==> src/rtl/mult_share_arbiter_if.sv <==
// Requester and multiplier handshake bundle for the shared-multiplier arbiter.
// The arbiter connects through the slave modport; the surrounding environment
// (requesters plus the multiplier) uses the master modport.
interface mult_share_arbiter_if #(
  parameter int NBITS = 8,
  parameter int NREQ  = 4
);
  logic [NREQ-1:0]       req_iValid;
  logic [NREQ-1:0]       req_iReady;
  logic [NREQ*NBITS-1:0] req_A;
  logic [NREQ*NBITS-1:0] req_B;
  logic [NREQ-1:0]       req_oValid;
  logic [NREQ-1:0]       req_oReady;
  logic [2*NBITS-1:0]    req_result;
  logic [NBITS-1:0]      m_A;
  logic [NBITS-1:0]      m_B;
  logic                  m_iValid;
  logic                  m_iReady;
  logic                  m_oValid;
  logic                  m_oReady;
  logic [2*NBITS-1:0]    m_result;

  modport slave (
    input  req_iValid, req_A, req_B, req_oReady, m_iReady, m_oValid, m_result,
    output req_iReady, req_oValid, req_result, m_A, m_B, m_iValid, m_oReady
  );

  modport master (
    output req_iValid, req_A, req_B, req_oReady, m_iReady, m_oValid, m_result,
    input  req_iReady, req_oValid, req_result, m_A, m_B, m_iValid, m_oReady
  );
endinterface

==> src/rtl/mult_share_arbiter.sv <==
// Round-robin sequencer that shares one multiplier among NREQ requesters.
// One transaction at a time: accept operands, issue to the multiplier,
// collect the product, hand it back to the owner, then rotate priority.
module mult_share_arbiter #(
  parameter int NBITS = 8,
  parameter int NREQ  = 4,
  parameter int IDW   = (NREQ > 1) ? $clog2(NREQ) : 1
) (
  input  logic                clock,
  input  logic                reset,
  mult_share_arbiter_if.slave bus,
  output logic                busy,
  output logic [IDW-1:0]      owner,
  output logic [15:0]         done_count
);

  typedef enum logic [1:0] {IDLE, ISSUE, WAIT, RETURN} state_t;

  state_t             state;
  logic [IDW-1:0]     rr_ptr;
  logic [NBITS-1:0]   lat_a;
  logic [NBITS-1:0]   lat_b;
  logic [2*NBITS-1:0] lat_res;
  logic               m_ivalid_q;
  logic               m_oready_q;
  logic [NREQ-1:0]    ovalid_q;
  logic               busy_q;

  logic [IDW-1:0]     grant;
  logic               found;
  logic [IDW:0]       sum;
  logic [IDW-1:0]     cand;
  logic [NREQ-1:0]    grant_oh;
  logic [NREQ-1:0]    owner_oh;
  logic [NBITS-1:0]   sel_a;
  logic [NBITS-1:0]   sel_b;

  // Search requesters starting at rr_ptr, wrapping modulo NREQ; first valid wins
  always_comb begin
    grant = '0;
    found = 1'b0;
    sum   = '0;
    cand  = '0;
    for (int i = 0; i < NREQ; i++) begin
      sum = {1'b0, rr_ptr} + (IDW+1)'(i);
      if (sum >= (IDW+1)'(NREQ)) sum = sum - (IDW+1)'(NREQ);
      cand = sum[IDW-1:0];
      if (!found && bus.req_iValid[cand]) begin
        found = 1'b1;
        grant = cand;
      end
    end
  end

  // One-hot forms of the grant and the owner, plus the granted operands
  always_comb begin
    grant_oh = '0;
    owner_oh = '0;
    sel_a    = '0;
    sel_b    = '0;
    grant_oh[grant] = found;
    owner_oh[owner] = 1'b1;
    for (int i = 0; i < NREQ; i++) begin
      if (grant == IDW'(i)) begin
        sel_a = bus.req_A[i*NBITS +: NBITS];
        sel_b = bus.req_B[i*NBITS +: NBITS];
      end
    end
  end

  // Accept is combinational so a waiting requester is taken on the first IDLE cycle;
  // it is also forced low while reset is asserted.
  assign bus.req_iReady = (state == IDLE && reset) ? grant_oh : '0;
  assign bus.req_oValid = ovalid_q;
  assign bus.req_result = lat_res;
  assign bus.m_A        = lat_a;
  assign bus.m_B        = lat_b;
  assign bus.m_iValid   = m_ivalid_q;
  assign bus.m_oReady   = m_oready_q;
  assign busy           = busy_q;

  // Transaction sequencer with registered handshake outputs
  always_ff @(posedge clock or negedge reset) begin
    if (!reset) begin
      state      <= IDLE;
      rr_ptr     <= '0;
      owner      <= '0;
      lat_a      <= '0;
      lat_b      <= '0;
      lat_res    <= '0;
      m_ivalid_q <= 1'b0;
      m_oready_q <= 1'b0;
      ovalid_q   <= '0;
      busy_q     <= 1'b0;
      done_count <= '0;
    end else begin
      case (state)
        IDLE: begin
          if (found) begin
            lat_a      <= sel_a;
            lat_b      <= sel_b;
            owner      <= grant;
            m_ivalid_q <= 1'b1;
            busy_q     <= 1'b1;
            state      <= ISSUE;
          end
        end
        ISSUE: begin
          if (bus.m_iReady) begin
            m_ivalid_q <= 1'b0;
            m_oready_q <= 1'b1;
            state      <= WAIT;
          end
        end
        WAIT: begin
          if (bus.m_oValid) begin
            lat_res    <= bus.m_result;
            m_oready_q <= 1'b0;
            ovalid_q   <= owner_oh;
            state      <= RETURN;
          end
        end
        RETURN: begin
          // Only the owner's ready matters; priority moves just past the owner
          if (bus.req_oReady[owner]) begin
            ovalid_q   <= '0;
            busy_q     <= 1'b0;
            owner      <= '0;
            rr_ptr     <= (owner == IDW'(NREQ-1)) ? '0 : owner + IDW'(1);
            done_count <= done_count + 16'd1;
            state      <= IDLE;
          end
        end
        default: state <= IDLE;
      endcase
    end
  end

endmodule

==> src/flat_wrapper.sv <==
// flat-port wrapper written by rule: the top's interface ports become plain ports
module mult_share_arbiter_flat 
#(
  parameter int NBITS = 8,
  parameter int NREQ  = 4,
  parameter int IDW   = (NREQ > 1) ? $clog2(NREQ) : 1
)
  (clock, reset, busy, owner, done_count, bus_req_iValid, bus_req_A, bus_req_B, bus_req_oReady, bus_m_iReady, bus_m_oValid, bus_m_result, bus_req_iReady, bus_req_oValid, bus_req_result, bus_m_A, bus_m_B, bus_m_iValid, bus_m_oReady);
  mult_share_arbiter_if #(.NBITS(NBITS), .NREQ(NREQ)) bus_i ();
  input  logic clock;
  input  logic reset;
  output logic busy;
  output logic [IDW-1:0] owner;
  output logic [15:0] done_count;
  input wire logic [$bits(bus_i.req_iValid)-1:0] bus_req_iValid;
  input wire logic [$bits(bus_i.req_A)-1:0] bus_req_A;
  input wire logic [$bits(bus_i.req_B)-1:0] bus_req_B;
  input wire logic [$bits(bus_i.req_oReady)-1:0] bus_req_oReady;
  input wire logic [$bits(bus_i.m_iReady)-1:0] bus_m_iReady;
  input wire logic [$bits(bus_i.m_oValid)-1:0] bus_m_oValid;
  input wire logic [$bits(bus_i.m_result)-1:0] bus_m_result;
  output wire logic [$bits(bus_i.req_iReady)-1:0] bus_req_iReady;
  output wire logic [$bits(bus_i.req_oValid)-1:0] bus_req_oValid;
  output wire logic [$bits(bus_i.req_result)-1:0] bus_req_result;
  output wire logic [$bits(bus_i.m_A)-1:0] bus_m_A;
  output wire logic [$bits(bus_i.m_B)-1:0] bus_m_B;
  output wire logic [$bits(bus_i.m_iValid)-1:0] bus_m_iValid;
  output wire logic [$bits(bus_i.m_oReady)-1:0] bus_m_oReady;
  assign bus_i.req_iValid = bus_req_iValid;
  assign bus_i.req_A = bus_req_A;
  assign bus_i.req_B = bus_req_B;
  assign bus_i.req_oReady = bus_req_oReady;
  assign bus_i.m_iReady = bus_m_iReady;
  assign bus_i.m_oValid = bus_m_oValid;
  assign bus_i.m_result = bus_m_result;
  assign bus_req_iReady = bus_i.req_iReady;
  assign bus_req_oValid = bus_i.req_oValid;
  assign bus_req_result = bus_i.req_result;
  assign bus_m_A = bus_i.m_A;
  assign bus_m_B = bus_i.m_B;
  assign bus_m_iValid = bus_i.m_iValid;
  assign bus_m_oReady = bus_i.m_oReady;
  mult_share_arbiter #(.NBITS(NBITS), .NREQ(NREQ), .IDW(IDW)) u_core (.clock(clock), .reset(reset), .bus(bus_i), .busy(busy), .owner(owner), .done_count(done_count));
endmodule
==> config.mk <==
export PLATFORM = sky130hd
export DESIGN_NAME = mult_share_arbiter_flat
export DESIGN_NICKNAME = d
export VERILOG_FILES = /design/src/rtl/mult_share_arbiter_if.sv /design/src/rtl/mult_share_arbiter.sv /design/src/flat_wrapper.sv
export SDC_FILE = /design/constraint.sdc
export NUM_CORES = 1
export LEC_CHECK = 0
export ABC_AREA = 1
export ABC_CLOCK_PERIOD_IN_PS = 3900
export BUFFER_PORTS_ARGS = -buffer_cell sky130_fd_sc_hd__buf_4
export CORE_ASPECT_RATIO = 0.75
export CORE_MARGIN = 2
export CORE_UTILIZATION = 50
export CTS_BUF_LIST = sky130_fd_sc_hd__clkbuf_8 sky130_fd_sc_hd__clkbuf_16
export CTS_CLUSTER_DIAMETER = 50
export DETAILED_ROUTE_END_ITERATION = 8
export PLACE_DENSITY = 0.88
export SLEW_MARGIN = 30
export SYNTH_ARGS = -nofsm -noshare
export SYNTH_HDL_FRONTEND = slang
export SYNTH_SLANG_ARGS = --single-unit
==> constraint.sdc <==
create_clock -name clock -period 3.9 [get_ports clock]
set_input_delay 0.78 -clock clock [delete_from_list [all_inputs] [get_ports clock]]
set_output_delay 0.78 -clock clock [all_outputs]
set_load 0.005 [all_outputs]
==> results.py, run 1 <==
metrics = {
    "die": {
        "initial_core_util": 0.514,
        "core_um2": 6770,
        "std_cell_rows": 26,
        "dieWidth_um": 100,
        "pin_count": 153,
        "fp.dieH_um": 76.2,
        "die_area_um2": 7640,
    },
    "clock_network": {
        "cts_num_sinks": 61,
        "cts_tree": "done",
        "clkSlewWorstSetupHoldPaths_ps": 70,
        "postCtsSetupRepairBufs": 0,
        "ctsResizeCount": 0,
        "cts_root_buffer": "clkbuf_8",
        "hold_buffers": 0,
        "cts_buffers": 9,
        "h-tree-depth": 3,
        "clock_latency_ps": 330,
        "cts_buffer_depth": 2,
    },
    "worst_setup_path": {
        "slowest_delay_ps": 590,
        "crit_path_end_kind": "primary output",
        "crit_arrival_ps": 2420,
        "critical_path_class": "reg2out",
        "crit_chain": "inv_6, nand2_1, nand3_1, nand2_1, inv_1, nand3b_2, inv_2, nor2_4, buf_4, nor3_1, buf_4",
        "critPathRequiredTime_ps": 3120,
        "cp_max_fo": 13,
        "crit_slowest_cell": "dfrtp_1",
        "critPathLaunchType": "flip-flop",
    },
    "synth": {
        "synth_edf_count": 0,
        "synth.most_common_cell": "nand2_1",
        "yosysSeqAreaShare": 0.439,
        "synth_top_flop_cell": "dfrtp_1",
        "yosys_warnings": 0,
        "synth_cell_types": 38,
        "synthArstFlopShare": 1.00,
        "synth_top_area_frac": 0.439,
        "synth_cells": 454,
        "synth-seq-cells": 61,
        "synth_common_cells": "170 x nand2_1, 61 x dfrtp_1, 48 x nand3_1, 48 x nor2_1, 25 x inv_1",
        "avgSynthCellArea_um2": 7.66,
        "syn_nets": 556,
        "synth_top_cell_by_area": "dfrtp_1",
        "synth_area_um2": 3480,
        "synthTopCellsByArea": "dfrtp_1 44%, nand2_1 18%, nand3_1 6.9%",
    },
    "global_routing": {
        "grt_usage": 0.242,
        "grt_pass1_wl_um": 14900,
        "grt_pass1_vias": 3281,
        "grt_start_max_net_pins": 62,
        "antenna_found_initial": 0,
        "gr-total-overflow": 0,
    },
    "final_layout": {
        "diodes": 0,
        "post-route-util": 0.719,
        "drive_above_1_share": 0.320,
        "final_cell_count_no_fill": 696,
        "area_growth_pct": 40.0,
        "nNetsFinal": 709,
    },
    "route": {
        "ant_nets": 0,
        "via_per_inst": 5.25,
        "num_vias": 3654,
        "drtIter0Drc": 243,
        "dr.pass1.iters": 5,
        "wl_per_cell_um": 13.6,
        "drc": 0,
        "wl_um": 9470,
    },
    "pwr": {
        "p_leak_nw": 2.65,
        "ir_drop_uv": 468,
        "powerDensity_nw_per_um2": 850,
        "power_mw": 4.14,
    },
    "place": {
        "port_buffers": 152,
        "placed_cells": 680,
        "gp_congestion": 0.875,
        "dp_hpwl_um": 7050,
    },
    "timing": {
        "min_period_over_period": 0.820,
        "setup_viol": 0,
        "slew_headroom": 0.496,
        "fmax_mhz": 313,
        "setup_tns_ps": 0,
        "period_minus_slack_ps": 3200,
        "hold_viol_final": 0,
        "rsz0062_at_grt": "false",
        "slew_viol_final": 0,
        "worstMarginPinSlew_ps": 756,
        "fin_skew_ps": 7.47,
    },
    "status": {
        "status": "complete, no violations",
    },
    "worst_hold_path": {
        "hold_class": "reg2reg",
    },
    "run": {
        "max-cap-violations": 0,
    },
}
==> cell families (layout without fill, tap and decap cells) <==
family | after synthesis | count (layout) | synth area share
flip-flops | 61 | 61 | 0.439
adder cells (fa/ha/maj) | 10 | 10 | 0.0360
AND/OR/NAND/NOR | 305 | 305 | 0.392
AO/OA/AOI/OAI | 21 | 21 | 0.0353
buffers and inverters | 44 | 202 | 0.0651
XOR/XNOR | 13 | 13 | 0.0327
==> flip-flops by register name, indices dropped and copies added, names as in the netlist, 2 cells and up <==
name	flops
u_core.bus.m_B	8
u_core.rr_ptr	2
u_core.bus.req_oValid	4
u_core.done_count	16
u_core.bus.m_A	8
u_core.state	2
u_core.bus.req_result	16
u_core.owner	2
==> cell type report <==
class / instances / area, um^2
inverters: 30 / 118
clock inverters: 7 / 98.8
well taps: 84 / 105
clock buffers: 9 / 124
flip-flops and latches: 61 / 1530
multi-input cells: 349 / 1720
repair buffers: 156 / 1170
fillers: 530 / 1900
==> metal layers <==
| metal | GRT usage | wire length [um] | vias up |
|---|---|---|---|
| met1 | 0.298 | 3780 | 1704 |
| met2 | 0.415 | 4760 | 173 |
| li1 | - | - | 1763 |
| met3 | 0.0587 | 814 | 14 |
| met4 | 0.0781 | 121 | 0 |
| met5 | 0 | 0 | - |
==> critical path, delay by kind of cell, from the launching register on <==
kind	cells	cell delay [ps]
buffers and inverters	5	670
DFF	1	590
and+or+nand+nor	6	820
==> layout by cell type (no fill, tap or decap), drive strengths merged <==
cell / netlist / final
nand2: 177 / 177
buf: 12 / 156
dfrtp: 61 / 61
nor2: 53 / 53
nand3: 51 / 51
inv: 29 / 30
nand4: 14 / 14
o21ai: 13 / 13
xor2: 12 / 12
ha: 10 / 10
clkbuf: 2 / 9
nor3: 4 / 4
clkinv: 1 / 4
or2: 2 / 2
o22ai: 2 / 2
bufinv: 0 / 2
nand3b: 2 / 2
nor4: 1 / 1
o31ai: 1 / 1
o21bai: 1 / 1
a21boi: 1 / 1
o211ai: 1 / 1
a31oi: 1 / 1
nor4b: 1 / 1
xnor2: 1 / 1
a21oi: 1 / 1
clkinvlp: 0 / 1
==> power breakdown <==
group / leakage (nW) / switching [mW] / internal (mW)
combinational: 1.80 / 1.45 / 0.977
sequential: 0.742 / 0.189 / 0.896
clock: 0.110 / 0.262 / 0.363
==> worst paths after layout <==
path	start	slack, ps	cells past startpoint	to
max in group asynchronous	reset	2790	2	u_core.bus.req_result[12]$_DFFE_PN0P_
worst min-delay path	u_core.done_count[15]$_DFFE_PN0P_	470	1	u_core.done_count[15]$_DFFE_PN0P_
min in group asynchronous	reset	610	2	u_core.bus.m_B[6]$_DFFE_PN0P_
worst min register to register	u_core.done_count[15]$_DFFE_PN0P_	470	1	u_core.done_count[15]$_DFFE_PN0P_
worst max register to register	u_core.rr_ptr[0]$_DFFE_PN0P_	1420	14	u_core.bus.m_B[1]$_DFFE_PN0P_
worst max-delay path	u_core.rr_ptr[0]$_DFFE_PN0P_	700	11	bus_req_iReady[2]
==> metrics by stage <==
stage | cell area (um^2) | setup slack [ps] | hold slack, ps
CTS | 4870 | 716 | 472
finish | 4870 | 703 | 470
detailed placement | 4640 | 783 | 461
global placement | 4640 | 873 | 460
floorplan | 3480 | 1160 | 465
global route | 4870 | 524 | 498
(Power assumes the default switching activity.)
==> run 2: changes to the inputs <==
- ABC_AREA: 1 -> 0
- ABC_CLOCK_PERIOD_IN_PS: 3900 -> 3400
- CORE_UTILIZATION: 50 -> 47
- PLACE_DENSITY: 0.88 -> 0.84
- clock period: 3.9 -> 3.4 ns (I/O delays scaled with it)
==> results.py, run 2 <==
metrics = {
    "die": {
        "pin_count": 153,
        "die_area_um2": 7700,
        "initial_core_util": 0.485,
        "fp.dieH_um": 76.5,
        "dieWidth_um": 101,
        "core_um2": 6800,
        "std_cell_rows": 26,
    },
    "worst_setup_path": {
        "r2r_slack_ps": 940,
        "r2r_cells": 6,
        "crit_arrival_ps": 2200,
        "critical_path_class": "reg2out",
        "critPathRequiredTime_ps": 2720,
        "r2r-start": "u_core.rr_ptr[1]$_DFFE_PN0P_",
        "critPathLaunchType": "flip-flop",
        "r2r-end": "u_core.bus.m_A[0]$_DFFE_PN0P_",
        "crit_path_end_kind": "primary output",
        "cp_max_fo": 7,
    },
    "synth": {
        "synth_cells": 304,
        "synthArstFlopShare": 1.00,
        "synth_common_cells": "61 x dfrtp_1, 23 x nand2_1, 19 x o31ai_1",
        "synth-seq-cells": 61,
        "synthTopCellsByArea": "dfrtp_1 46%, mux2_2 6.2%, o31ai_1 4.3%",
        "synth_edf_count": 0,
        "synth_top_flop_cell": "dfrtp_1",
        "synth_top_area_frac": 0.463,
        "synth.most_common_cell": "dfrtp_1",
        "yosysSeqAreaShare": 0.463,
        "synth_cell_types": 41,
        "syn_nets": 406,
        "yosys_warnings": 0,
        "avgSynthCellArea_um2": 10.8,
        "synth_top_cell_by_area": "dfrtp_1",
        "synth_area_um2": 3300,
    },
    "clock_network": {
        "cts_buffer_depth": 2,
        "cts_tree": "done",
        "cts_buffers": 9,
        "ctsResizeCount": 0,
        "h-tree-depth": 3,
        "clock_latency_ps": 340,
        "hold_buffers": 0,
        "cts_num_sinks": 61,
        "clkSlewWorstSetupHoldPaths_ps": 70,
        "cts_root_buffer": "clkbuf_8",
        "postCtsSetupRepairBufs": 0,
    },
    "global_routing": {
        "grt_start_max_net_pins": 62,
        "gr-total-overflow": 0,
        "grt_usage": 0.224,
        "antenna_found_initial": 0,
        "grt_pass1_vias": 2851,
        "grt_pass1_wl_um": 13600,
    },
    "timing": {
        "period_minus_slack_ps": 2880,
        "slew_viol_final": 0,
        "rsz0062_at_grt": "false",
        "setup_tns_ps": 0,
        "min_period_over_period": 0.848,
        "worstMarginPinSlew_ps": 859,
        "fmax_mhz": 347,
        "hold_viol_final": 0,
        "setup_viol": 0,
        "timing.hold.ws_ps": 483,
        "fin_skew_ps": 8.36,
        "slew_headroom": 0.426,
    },
    "place": {
        "gp_congestion": 0.856,
        "dp_hpwl_um": 6610,
        "port_buffers": 152,
    },
    "worst_hold_path": {
        "min_from": "u_core.bus.req_oValid[1]$_DFFE_PN0P_",
        "whs_path_depth": 2,
        "min_to": "u_core.bus.req_oValid[1]$_DFFE_PN0P_",
        "hold_class": "reg2reg",
    },
    "pwr": {
        "power_mw": 3.55,
        "p_leak_nw": 2.26,
        "ir_drop_uv": 353,
        "powerDensity_nw_per_um2": 759,
    },
    "route": {
        "num_vias": 2985,
        "drtIter0Drc": 173,
        "via_per_inst": 5.52,
        "wl_um": 8810,
        "ant_nets": 0,
        "dr.pass1.iters": 4,
        "drc": 0,
        "wl_per_cell_um": 16.3,
    },
    "final_layout": {
        "area_growth_pct": 42.1,
        "final_cell_mix": "156 x buf_4, 61 x dfrtp_1, 23 x nand2_1",
        "diodes": 0,
        "final_common_cell": "buf_4",
        "n_fill_cell": 525,
        "drive_above_1_share": 0.438,
        "nNetsFinal": 554,
    },
    "status": {
        "status": "complete, no violations",
    },
    "run": {
        "max-cap-violations": 0,
    },
}
==> run 2: report_power, final <==
part           internal [mW]  total (mW)  switching, mW
combinational          0.878        1.65          0.771
sequential              1.02        1.24          0.217
clock                  0.363       0.668          0.305
==> run 2: cells by family (layout without fill, tap and decap cells) <==
family                   count (synthesis)  after routing  synth area share
AO/OA/AOI/OAI                           70             70             0.164
XOR/XNOR                                15             15            0.0399
adder cells (fa/ha/maj)                 10             10            0.0380
buffers and inverters                   30            183            0.0418
flip-flops                              61             61             0.463
multiplexers                            36             36             0.125
AND/OR/NAND/NOR                         82             82             0.129
==> run 2: worst max-delay path: stages, from the launching register on <==
cell and delay [ps]:
dfrtp_1 400, inv_1 150, ha_1 210, nor2b_1 510, nand2_1 200, nor3_1 230
buf_4 160
==> run 2: stage by stage <==
stage	util	area [um^2]	instances	setup slack, ps
detailed placement	0.658	4480	525	700
global placement	0.658	4480	525	775
floorplan	-	3300	304	922
global route	0.689	4680	541	347
finish	0.689	4680	541	518
CTS	0.689	4680	541	509
==> run 2: metal layers <==
layer  part of all wire  vias up  wire length, um  GRT usage
met5                  0        -                0          0
met3              0.062       20              542     0.0541
met4              0.020        0              176     0.0849
li1                   -     1423                -          -
met1               0.45     1427             3930      0.305
met2               0.47      115             4160      0.345
==> run 2: worst max path at each step <==
stage	start	cells after the start	slack (ps)	end
3_5_place_dp	bus_req_iValid[3]	7	700	u_core.bus.m_A[1]$_DFFE_PN0P_
4_1_cts	u_core.state[0]$_DFFE_PN0P_	6	510	bus_req_iReady[1]
3_3_place_gp	bus_req_iValid[3]	7	780	u_core.bus.m_A[0]$_DFFE_PN0P_
2_1_floorplan	bus_req_iValid[3]	8	920	bus_req_iReady[0]
5_1_grt	u_core.state[0]$_DFFE_PN0P_	6	350	bus_req_iReady[1]
6_report	u_core.state[0]$_DFFE_PN0P_	6	520	bus_req_iReady[1]
==> run 2: layout make-up <==
cell class | instances | area (um^2) | area share
repair buffers | 156 | 1170 | 0.250
well taps | 84 | 105 | 0.0224
flip-flops and latches | 61 | 1530 | 0.326
clock buffers | 10 | 138 | 0.0294
multi-input cells | 213 | 1630 | 0.348
clock inverters | 6 | 68.8 | 0.0147
inverters | 11 | 41.3 | 0.00882
